**src/rtl/sort_unload_pkg.sv**
```systemverilog
// sort_pkg: shared types and helpers for the sorter data path.
//
// Holds the element width and vector depth used by the sorter and by
// sort_unload, the element and index types derived from them, the per-bank
// occupancy states and a helper that extracts one element from a packed
// sorted vector. The design is sized by editing BITWIDTH and DEPTH here.
package sort_pkg;

  localparam int BITWIDTH = 3;
  localparam int DEPTH    = 8;   // power of two, >= 2

  typedef logic [BITWIDTH-1:0]       elem_t;
  typedef logic [$clog2(DEPTH)-1:0]  idx_t;

  // Occupancy of one capture bank.
  typedef enum logic [1:0] {
    BANK_EMPTY,
    BANK_FULL,
    BANK_DRAINING
  } bank_state_t;

  // Element i of a packed vector; element 0 sits in the low bits.
  function automatic elem_t get_elem(input logic [DEPTH*BITWIDTH-1:0] vec,
                                     input idx_t i);
    return vec[i*BITWIDTH +: BITWIDTH];
  endfunction

endpackage

```
**src/rtl/sort_unload_bank.sv**
```systemverilog
// sort_unload_bank: one capture bank of sort_unload.
//
// Stores a packed sorted vector together with its emit order and tracks
// whether the bank is empty, full, or part-way through being drained.
//
// Ports:
//   clk, reset   clock and asynchronous active-high reset
//   load         capture din/order_in this cycle
//   din          packed vector to capture
//   order_in     1 = emit from element DEPTH-1 downwards
//   xfer         an element of this bank is transferred this cycle
//   last         that transfer is the final element of the snapshot
//   idx          emit position within the snapshot
//   elem         element selected by idx and the stored order
//   occupied     bank holds a snapshot not yet fully drained
module sort_unload_bank
  import sort_pkg::*;
(
  input  logic                        clk,
  input  logic                        reset,
  input  logic                        load,
  input  logic [DEPTH*BITWIDTH-1:0]   din,
  input  logic                        order_in,
  input  logic                        xfer,
  input  logic                        last,
  input  logic [$clog2(DEPTH)-1:0]    idx,
  output logic [BITWIDTH-1:0]         elem,
  output logic                        occupied
);

  logic [DEPTH*BITWIDTH-1:0] data;
  logic                      order;
  bank_state_t               state;
  idx_t                      sel;

  always_ff @(posedge clk or posedge reset) begin
    if (reset) begin
      data  <= '0;
      order <= 1'b0;
      state <= BANK_EMPTY;
    end else begin
      if (load) begin
        data  <= din;
        order <= order_in;
      end
      unique case (state)
        BANK_EMPTY:    if (load) state <= BANK_FULL;
        BANK_FULL: begin
          if (xfer && last) state <= BANK_EMPTY;
          else if (xfer)    state <= BANK_DRAINING;
        end
        BANK_DRAINING: if (xfer && last) state <= BANK_EMPTY;
        default:       state <= BANK_EMPTY;
      endcase
    end
  end

  // Descending order walks the vector from the top: DEPTH-1-idx.
  assign sel      = order ? (idx_t'(DEPTH-1) - idx) : idx;
  assign elem     = get_elem(data, sel);
  assign occupied = (state != BANK_EMPTY);

endmodule

```
**src/rtl/sort_unload.sv**
```systemverilog
// sort_unload: captures a packed sorted vector in one cycle and streams it
// out one element per cycle over a valid/ready handshake. Two banks let the
// next snapshot be captured while the previous one drains, so consecutive
// snapshots stream back to back.
//
// Ports:
//   clk, reset   clock and asynchronous active-high reset
//   load         capture request; accepted only when load_ready is high
//   din          packed vector, element 0 (smallest) in the low bits
//   msb_first    captured with load: 1 = emit DEPTH-1 down to 0
//   load_ready   a free bank exists
//   dout         current element (0 when not valid)
//   dout_valid   dout holds a valid element
//   dout_ready   consumer takes dout this cycle
//   dout_last    dout is the final element of its snapshot
//   busy         at least one bank is occupied
module sort_unload
  import sort_pkg::*;
(
  input  logic                        clk,
  input  logic                        reset,
  input  logic                        load,
  input  logic [DEPTH*BITWIDTH-1:0]   din,
  input  logic                        msb_first,
  output logic                        load_ready,
  output logic [BITWIDTH-1:0]         dout,
  output logic                        dout_valid,
  input  logic                        dout_ready,
  output logic                        dout_last,
  output logic                        busy
);

  logic [1:0] count;
  logic       wr_bank;
  logic       rd_bank;
  idx_t       idx;

  logic       accept;
  logic       xfer;
  logic       last_xfer;
  elem_t      elem [2];
  logic [1:0] occ;

  assign accept    = load && load_ready;
  assign xfer      = dout_valid && dout_ready;
  assign last_xfer = xfer && (idx == idx_t'(DEPTH-1));

  for (genvar b = 0; b < 2; b++) begin : g_bank
    sort_unload_bank u_bank (
      .clk      (clk),
      .reset    (reset),
      .load     (accept && (wr_bank == 1'(b))),
      .din      (din),
      .order_in (msb_first),
      .xfer     (xfer && (rd_bank == 1'(b))),
      .last     (idx == idx_t'(DEPTH-1)),
      .idx      (idx),
      .elem     (elem[b]),
      .occupied (occ[b])
    );
  end

  // A load and a final transfer in the same cycle cancel out in count.
  always_ff @(posedge clk or posedge reset) begin
    if (reset) begin
      count   <= 2'd0;
      wr_bank <= 1'b0;
      rd_bank <= 1'b0;
      idx     <= '0;
    end else begin
      unique case ({accept, last_xfer})
        2'b10:   count <= count + 2'd1;
        2'b01:   count <= count - 2'd1;
        default: count <= count;
      endcase
      if (accept) wr_bank <= ~wr_bank;
      if (xfer) begin
        if (last_xfer) begin
          idx     <= '0;
          rd_bank <= ~rd_bank;
        end else begin
          idx <= idx + idx_t'(1);
        end
      end
    end
  end

  // Outputs depend on registered state only, never on dout_ready or load.
  assign load_ready = (count != 2'd2);
  assign dout_valid = (count != 2'd0);
  assign dout       = dout_valid ? elem[rd_bank] : '0;
  assign dout_last  = dout_valid && (idx == idx_t'(DEPTH-1));
  assign busy       = occ[0] || occ[1];

endmodule

```
**config.mk**
```make
export PLATFORM = sky130hd
export DESIGN_NAME = sort_unload
export DESIGN_NICKNAME = d
export VERILOG_FILES = /design/src/rtl/sort_unload_pkg.sv /design/src/rtl/sort_unload_bank.sv /design/src/rtl/sort_unload.sv
export SDC_FILE = /design/constraint.sdc
export NUM_CORES = 1
export LEC_CHECK = 0
export ABC_AREA = 1
export CAP_MARGIN = 20
export CORE_ASPECT_RATIO = 1.25
export CORE_MARGIN = 3
export CORE_UTILIZATION = 39
export DETAILED_ROUTE_END_ITERATION = 10
export GPL_ROUTABILITY_DRIVEN = 0
export GPL_TIMING_DRIVEN = 0
export PLACE_DENSITY_LB_ADDON = 0.08
export REMOVE_ABC_BUFFERS = 1
export SLEW_MARGIN = 10
export SYNTH_ARGS = -nofsm -noshare
export SYNTH_HDL_FRONTEND = slang
export SYNTH_SLANG_ARGS = --single-unit
```
**constraint.sdc**
```tcl
create_clock -name clk -period 4.1 [get_ports clk]
set_clock_uncertainty 0.15 [all_clocks]
set_input_delay 0.82 -clock clk [delete_from_list [all_inputs] [get_ports clk]]
set_output_delay 0.82 -clock clk [all_outputs]
set_load 0.005 [all_outputs]
```
* Word-level counts from Yosys, hierarchy flattened
Cells that the tools add are included.
Widths: inputs -> output; s select.
** Cells by class
- Bitwise logic cells :: 3
- Equal/unequal tests :: 14
- Reductions and logical operators :: 20
- Multiplexer cells :: 18
- $lt $le $gt $ge :: 1
- Add/sub/neg operators :: 4
- Multipliers :: 2
- Shift operators :: 2
** Operators by type and width (number)
- $shiftx 24x6->3 :: 2
- $mux 3 :: 7
- $mux 2 :: 8
- $pmux 2 s3 :: 2
- $logic_and 1x1->1 :: 10
- $mul 3x2->5 const B :: 2
- $ne 2x1->1 const B :: 4
- $reduce_bool 2->1 :: 4
- $eq 2x1->1 const B :: 3
- $eq 2x2->1 const B :: 3
- $ne 3x1->1 const B :: 2
- $reduce_and 3->1 :: 2
- $logic_not 2->1 :: 2
- $pmux 2 s2 :: 1
- $add 3x1->3 const B :: 1
- $eq 3x3->1 const B :: 1
- $sub 3x3->3 const A :: 1
- $add 2x1->2 const B :: 1
- $ge 2x2->1 const B :: 1
- $ne 2x2->1 const B :: 1
- $not 1->1 :: 2
- $not 1->2 :: 1
- $reduce_and 2->1 :: 1
- $sub 2x1->2 const B :: 1
- $logic_or 1x1->1 :: 1
** Storage, ports and cells
- Register bits :: 61
- Word-level logic and storage cells :: 74
- Output and inout bits :: 7
- Bits of input ports :: 29

* Logic depth before layout (Yosys ltp)
- Depth in word-level cells :: 8
- Mapped depth :: 11
- Depth with buffers taken out :: 9

* Hierarchy
From an unflattened synthesis, not the netlist that was laid out.
** Second synthesis, totals
- Cells, all modules :: 424
- Area, all modules :: 3321.9 µm²
** By module, submodules not included
- sort_unload_bank :: area an instance 1425.1 µm², cells an instance 181, seq. area each 675.6 µm², instances 2
- sort_unload :: area an instance 471.7 µm², cells an instance 62, seq. area each 175.2 µm², instances 1

* Worst setup path before layout
Ideal clock, no wire load.
- Path type :: flip-flop to output port
- Start :: reg idx[1]
- End :: out dout[0]
- Arrival :: 1.193 ns
- Required time :: 3.130 ns
- Buffers on the path :: 1
- Stages on the path, launching flop included :: 8
- Setup slack :: 1.937 ns
- Cell sequence :: dfrtp_1 buf_2 xnor2_1 nand3_1 nand3_1 nand3_1 nand2_1 nor2_1
** Between the ends
- Word-level cells in the longest chain between the ends :: 8
- Elaborated cells on any way between the ends :: 11
- Those cells by class :: add/sub: 1; mul: 2; shift: 2; mux: 6
** Ends and longest elaborated chain
- from (decl) :: RTL line sort_unload.sv:36 : idx_t idx;
- from (signal assigned) :: RTL line sort_unload.sv:82 : idx <= idx + idx_t'(1);
- $sub 3x3->3 :: RTL line sort_unload_bank.sv:59 : assign sel = order ? (idx_t'(DEPTH-1) - idx) : idx;
- $mux 3 :: RTL line sort_unload_bank.sv:59
- $mul 3x2->5 :: RTL line sort_unload_pkg.sv:25 : return vec[i*BITWIDTH +: BITWIDTH];
- $shiftx 24x6->3 :: RTL line sort_unload_pkg.sv:25
- $mux 3 (implied by the code) (*) (3 in a row) :: RTL line sort_unload.sv:91 : assign dout = dout_valid ? elem[rd_bank] : '0;
- $mux 3 (*) :: RTL line sort_unload.sv:91
- to (decl) :: RTL line sort_unload.sv:26 : output logic [BITWIDTH-1:0] dout,
Every way passes the cells marked *; elsewhere a longest branch is shown, timed or not. The select of a mux whose other input is x is not followed.

* Worst setup path in the final report
- Start :: reg idx[0]
- End :: out dout[0]
Same word-level chain as after synthesis.

==> key figures <==
Critical path
  – Req. time, crit path: ~3.1 ns
  – Startpoint Class: flip-flop
  – Worst path buffer plus inverter count: 2
  – Worst path max stage delay: around 0.53 ns
  – Kind of critical path: reg -> out
  – Worst setup EP type: output pin
  – Delay-heaviest family, CP: simple AND/OR/NAND/NOR gates
  – Most frequent CP cell: nand2_1
  – WP data arrival: approximately 2.6 ns
  – Crit-path cells: inv_2, nand2_1, nand2_1, nand2_1, nand3_1, nand3_1, nand2_1, nor2_1, nor2_1, clkdlybuf4s50_1
  – CP max-delay cell: clkdlybuf4s50_1
  – Crit path max fanout: 11

Cells and area
  – Final net count: between 400 and 500
  – Area grow syn2layout: 18.6%
  – Sequential standard cell area: 1530 sq um
  – Area of the multi-input gates: roughly 1400 sq um
  – Layout cells sized above 1: 0.0824
  – Diode count: 0
  – Fill cells: a little under 800

Floorplan
  – Die extent in x: 85.2 um
  – Die area: approximately 8900 sq um
  – Initial Utilization: 0.408
  – Core area: 7490 sq um
  – I/O pin count: 36
  – Number of cell rows: 35
  – Die H: between 100 and 150 um

STA
  – Slew @ Worst Pin: around 0.83 ns
  – Fmax: between 200 and 300 MHz
  – Tmin final: around 3.6 ns
  – Final worst slack: 0.519 ns
  – Period utilization: 0.873
  – Final Max Tran Viols: 0
  – Setup TNS: 0 ns
  – Unrepaired setup endpoints after global routing: no
  – Slew headroom: 0.444
  – Final Hold Fails: 0
  – Final setup viols: 0

Global route
  – Vias in the first global route: approximately 2600
  – Largest net degree at the start of global routing: 62
  – Total Routing Usage GR: 0.182
  – Global-route wire length before repair: around 13000 um
  – Grt total ovfl: 0
  – Antenna violations before repair: 0

Clock network
  – CTS Buf Count: 9
  – Post-CTS sizing: 0
  – CTS Buffer Depth: 2
  – Post-CTS setup buffers: 0
  – Hold-fix buffers, CTS: 0
  – H-tree depth: 3
  – Clk sinks: 61
  – Root Buffer: clkbuf_8
  – CTS tree: done
  – Clock Latency Late Sink: roughly 0.34 ns
  – Clock-pin slew on the worst setup and hold paths: roughly 0.07 ns

Logic synthesis
  – Avg Cell Area, Syn: ~7.6 sq um
  – EDFF count, synth: 0
  – Post-synth top area share: 0.499
  – Compound-Gate Fraction of Synth Area: 0.0233
  – Synth Area in XOR/XNOR: 0.0254
  – Syn Inst Count: 400
  – Top-count cell post-synth: nand2_1
  – Post-Syn Area: approximately 3100 sq um
  – Area share of and/or/nand/nor cells after synthesis: 0.390
  – Synth cell types: 28
  – Post-synth top flop: dfrtp_1
  – Adder-Cell Fraction of Synth Area: 0.0123
  – Largest family of logic cells by synthesized area: simple AND/OR/NAND/NOR gates
  – Yosys Warn Count: 0
  – Synthesized flop and latch total: between 60 and 70
  – Leading area contributor after synthesis: dfrtp_1
  – Seq/Total Area, Yosys: 0.499
  – Share of flip-flops with an asynchronous set or reset: 1.00
  – Top cells by area, synth: dfrtp_1, nand2_1, nand3_1
  – Top cells by count, synth: nand2_1, dfrtp_1, nand3_1
  – Multiplexer share of the synthesized area: 0

Routing
  – 1st-iter DRT viols: 99
  – Pre-Repair DR Iteration Count: 4
  – Via count: 2620
  – Final wirelength: about 7500 um
  – Vias/cell: 4.95
  – WL/cell: 14.2 um
  – Routed Antenna Nets: 0
  – Drc violations: 0

Outcome
  – Outcome: finished clean

Placement
  – Detailed Place HPWL: 5360 um
  – Worst slack, placed: 0.867 ns
  – Number of port buffers: 35

Hold path
  – Hold WC Path Type: reg -> reg

Power and ir drop
  – Leakage: about 1.8 nW
  – Power per cell area: 863 nW/um^2
  – Peak VDD IR: 0.336 mV

Run
  – Max Cap Viol: 0
==> final timing paths <==
check                      cells after the start                   endpoint                     start  slack, ns
setup / recovery                              10                    dout[0]                    idx[0]       0.52
hold / removal                                 2   g_bank[0].u_bank.data[3]  g_bank[0].u_bank.data[3]       0.32
setup reg to reg                               5     g_bank[1].u_bank.order                  count[0]       1.64
hold reg to reg                                2   g_bank[0].u_bank.data[3]  g_bank[0].u_bank.data[3]       0.32
max in group asynchronous                      2  g_bank[0].u_bank.data[22]                     reset       2.46
min in group asynchronous                      2  g_bank[0].u_bank.data[21]                     reset       0.80
==> cell type report <==
type	count	share of cell area
Tap cell	92	0.0317
Multi-Input combinational cell	309	0.380
Sequential cell	61	0.421
Timing Repair Buffer	36	0.101
Clock buffer	9	0.0341
Clock inverter	6	0.0152
Inverter	16	0.0172
==> worst min-delay path, cell delays in order, from the launching register on <==
cell	delay (ns)
dfrtp_1	0.34
nand2_1	0.05
nand2_1	0.05
==> metrics by stage <==
stage                      util  std cells  hold slack, ns  power [mW]  cell area (sq um)
after floorplan               -        386           0.292        2.10               2970
after global placement    0.458        513           0.306        2.62               3430
after detailed placement  0.460        514           0.310        2.65               3450
after CTS                 0.484        529           0.326        3.17               3630
after global routing      0.484        529           0.347        3.42               3630
final                     0.484        529           0.323        3.13               3630
==> cell usage in the layout, fill, tap and decap left out <==
master and n:
ha_1 3, a21oi_1 1, o31ai_1 1, buf_8 1, xnor2_1 6, nor2_2 1, nand2_4 1, inv_1 9
bufinv_16 1, clkdlybuf4s50_1 35, nand3b_1 1, inv_2 5, nor2_4 1, inv_4 1, xor2_2 1, nand3_2 1
clkinv_2 5, nand4_1 1, o31ai_2 1, o21ai_0 6, xor2_1 1, nand3_1 54, clkbuf_8 9, o21ai_2 1
o21bai_1 1, nand2_1 205, nand2_2 7, dfrtp_1 61, nor2_1 15, clkinv_1 1
==> state kept, by name (all words and copies together) (netlist names) <==
signal,cells
g_bank.u_bank.state,4
g_bank.u_bank.order,2
wr_bank,1
rd_bank,1
g_bank.u_bank.data,48
idx,3
count,2
==> cell families after synthesis <==
kind of cell,after synthesis
AND/OR/NAND/NOR,287
buffers and inverters,30
AO/OA/AOI/OAI,11
adder cells (fa/ha/maj),3
flip-flops,61
XOR/XNOR,8
==> power by group <==
part	internal [mW]	total [mW]	switching [mW]
Sequential	0.890	1.12	0.229
Clock	0.272	0.506	0.235
Combinational	0.587	1.51	0.919
Total	1.75	3.13	1.38
==> layer usage <==
layer | wire length (um) | GRT usage
met3 | 285 | 0.0457
met1 | 3410 | 0.230
met4 | 112 | 0.0554
met2 | 3690 | 0.304
met5 | 0 | 0
Power figures use the tool's default switching activity.
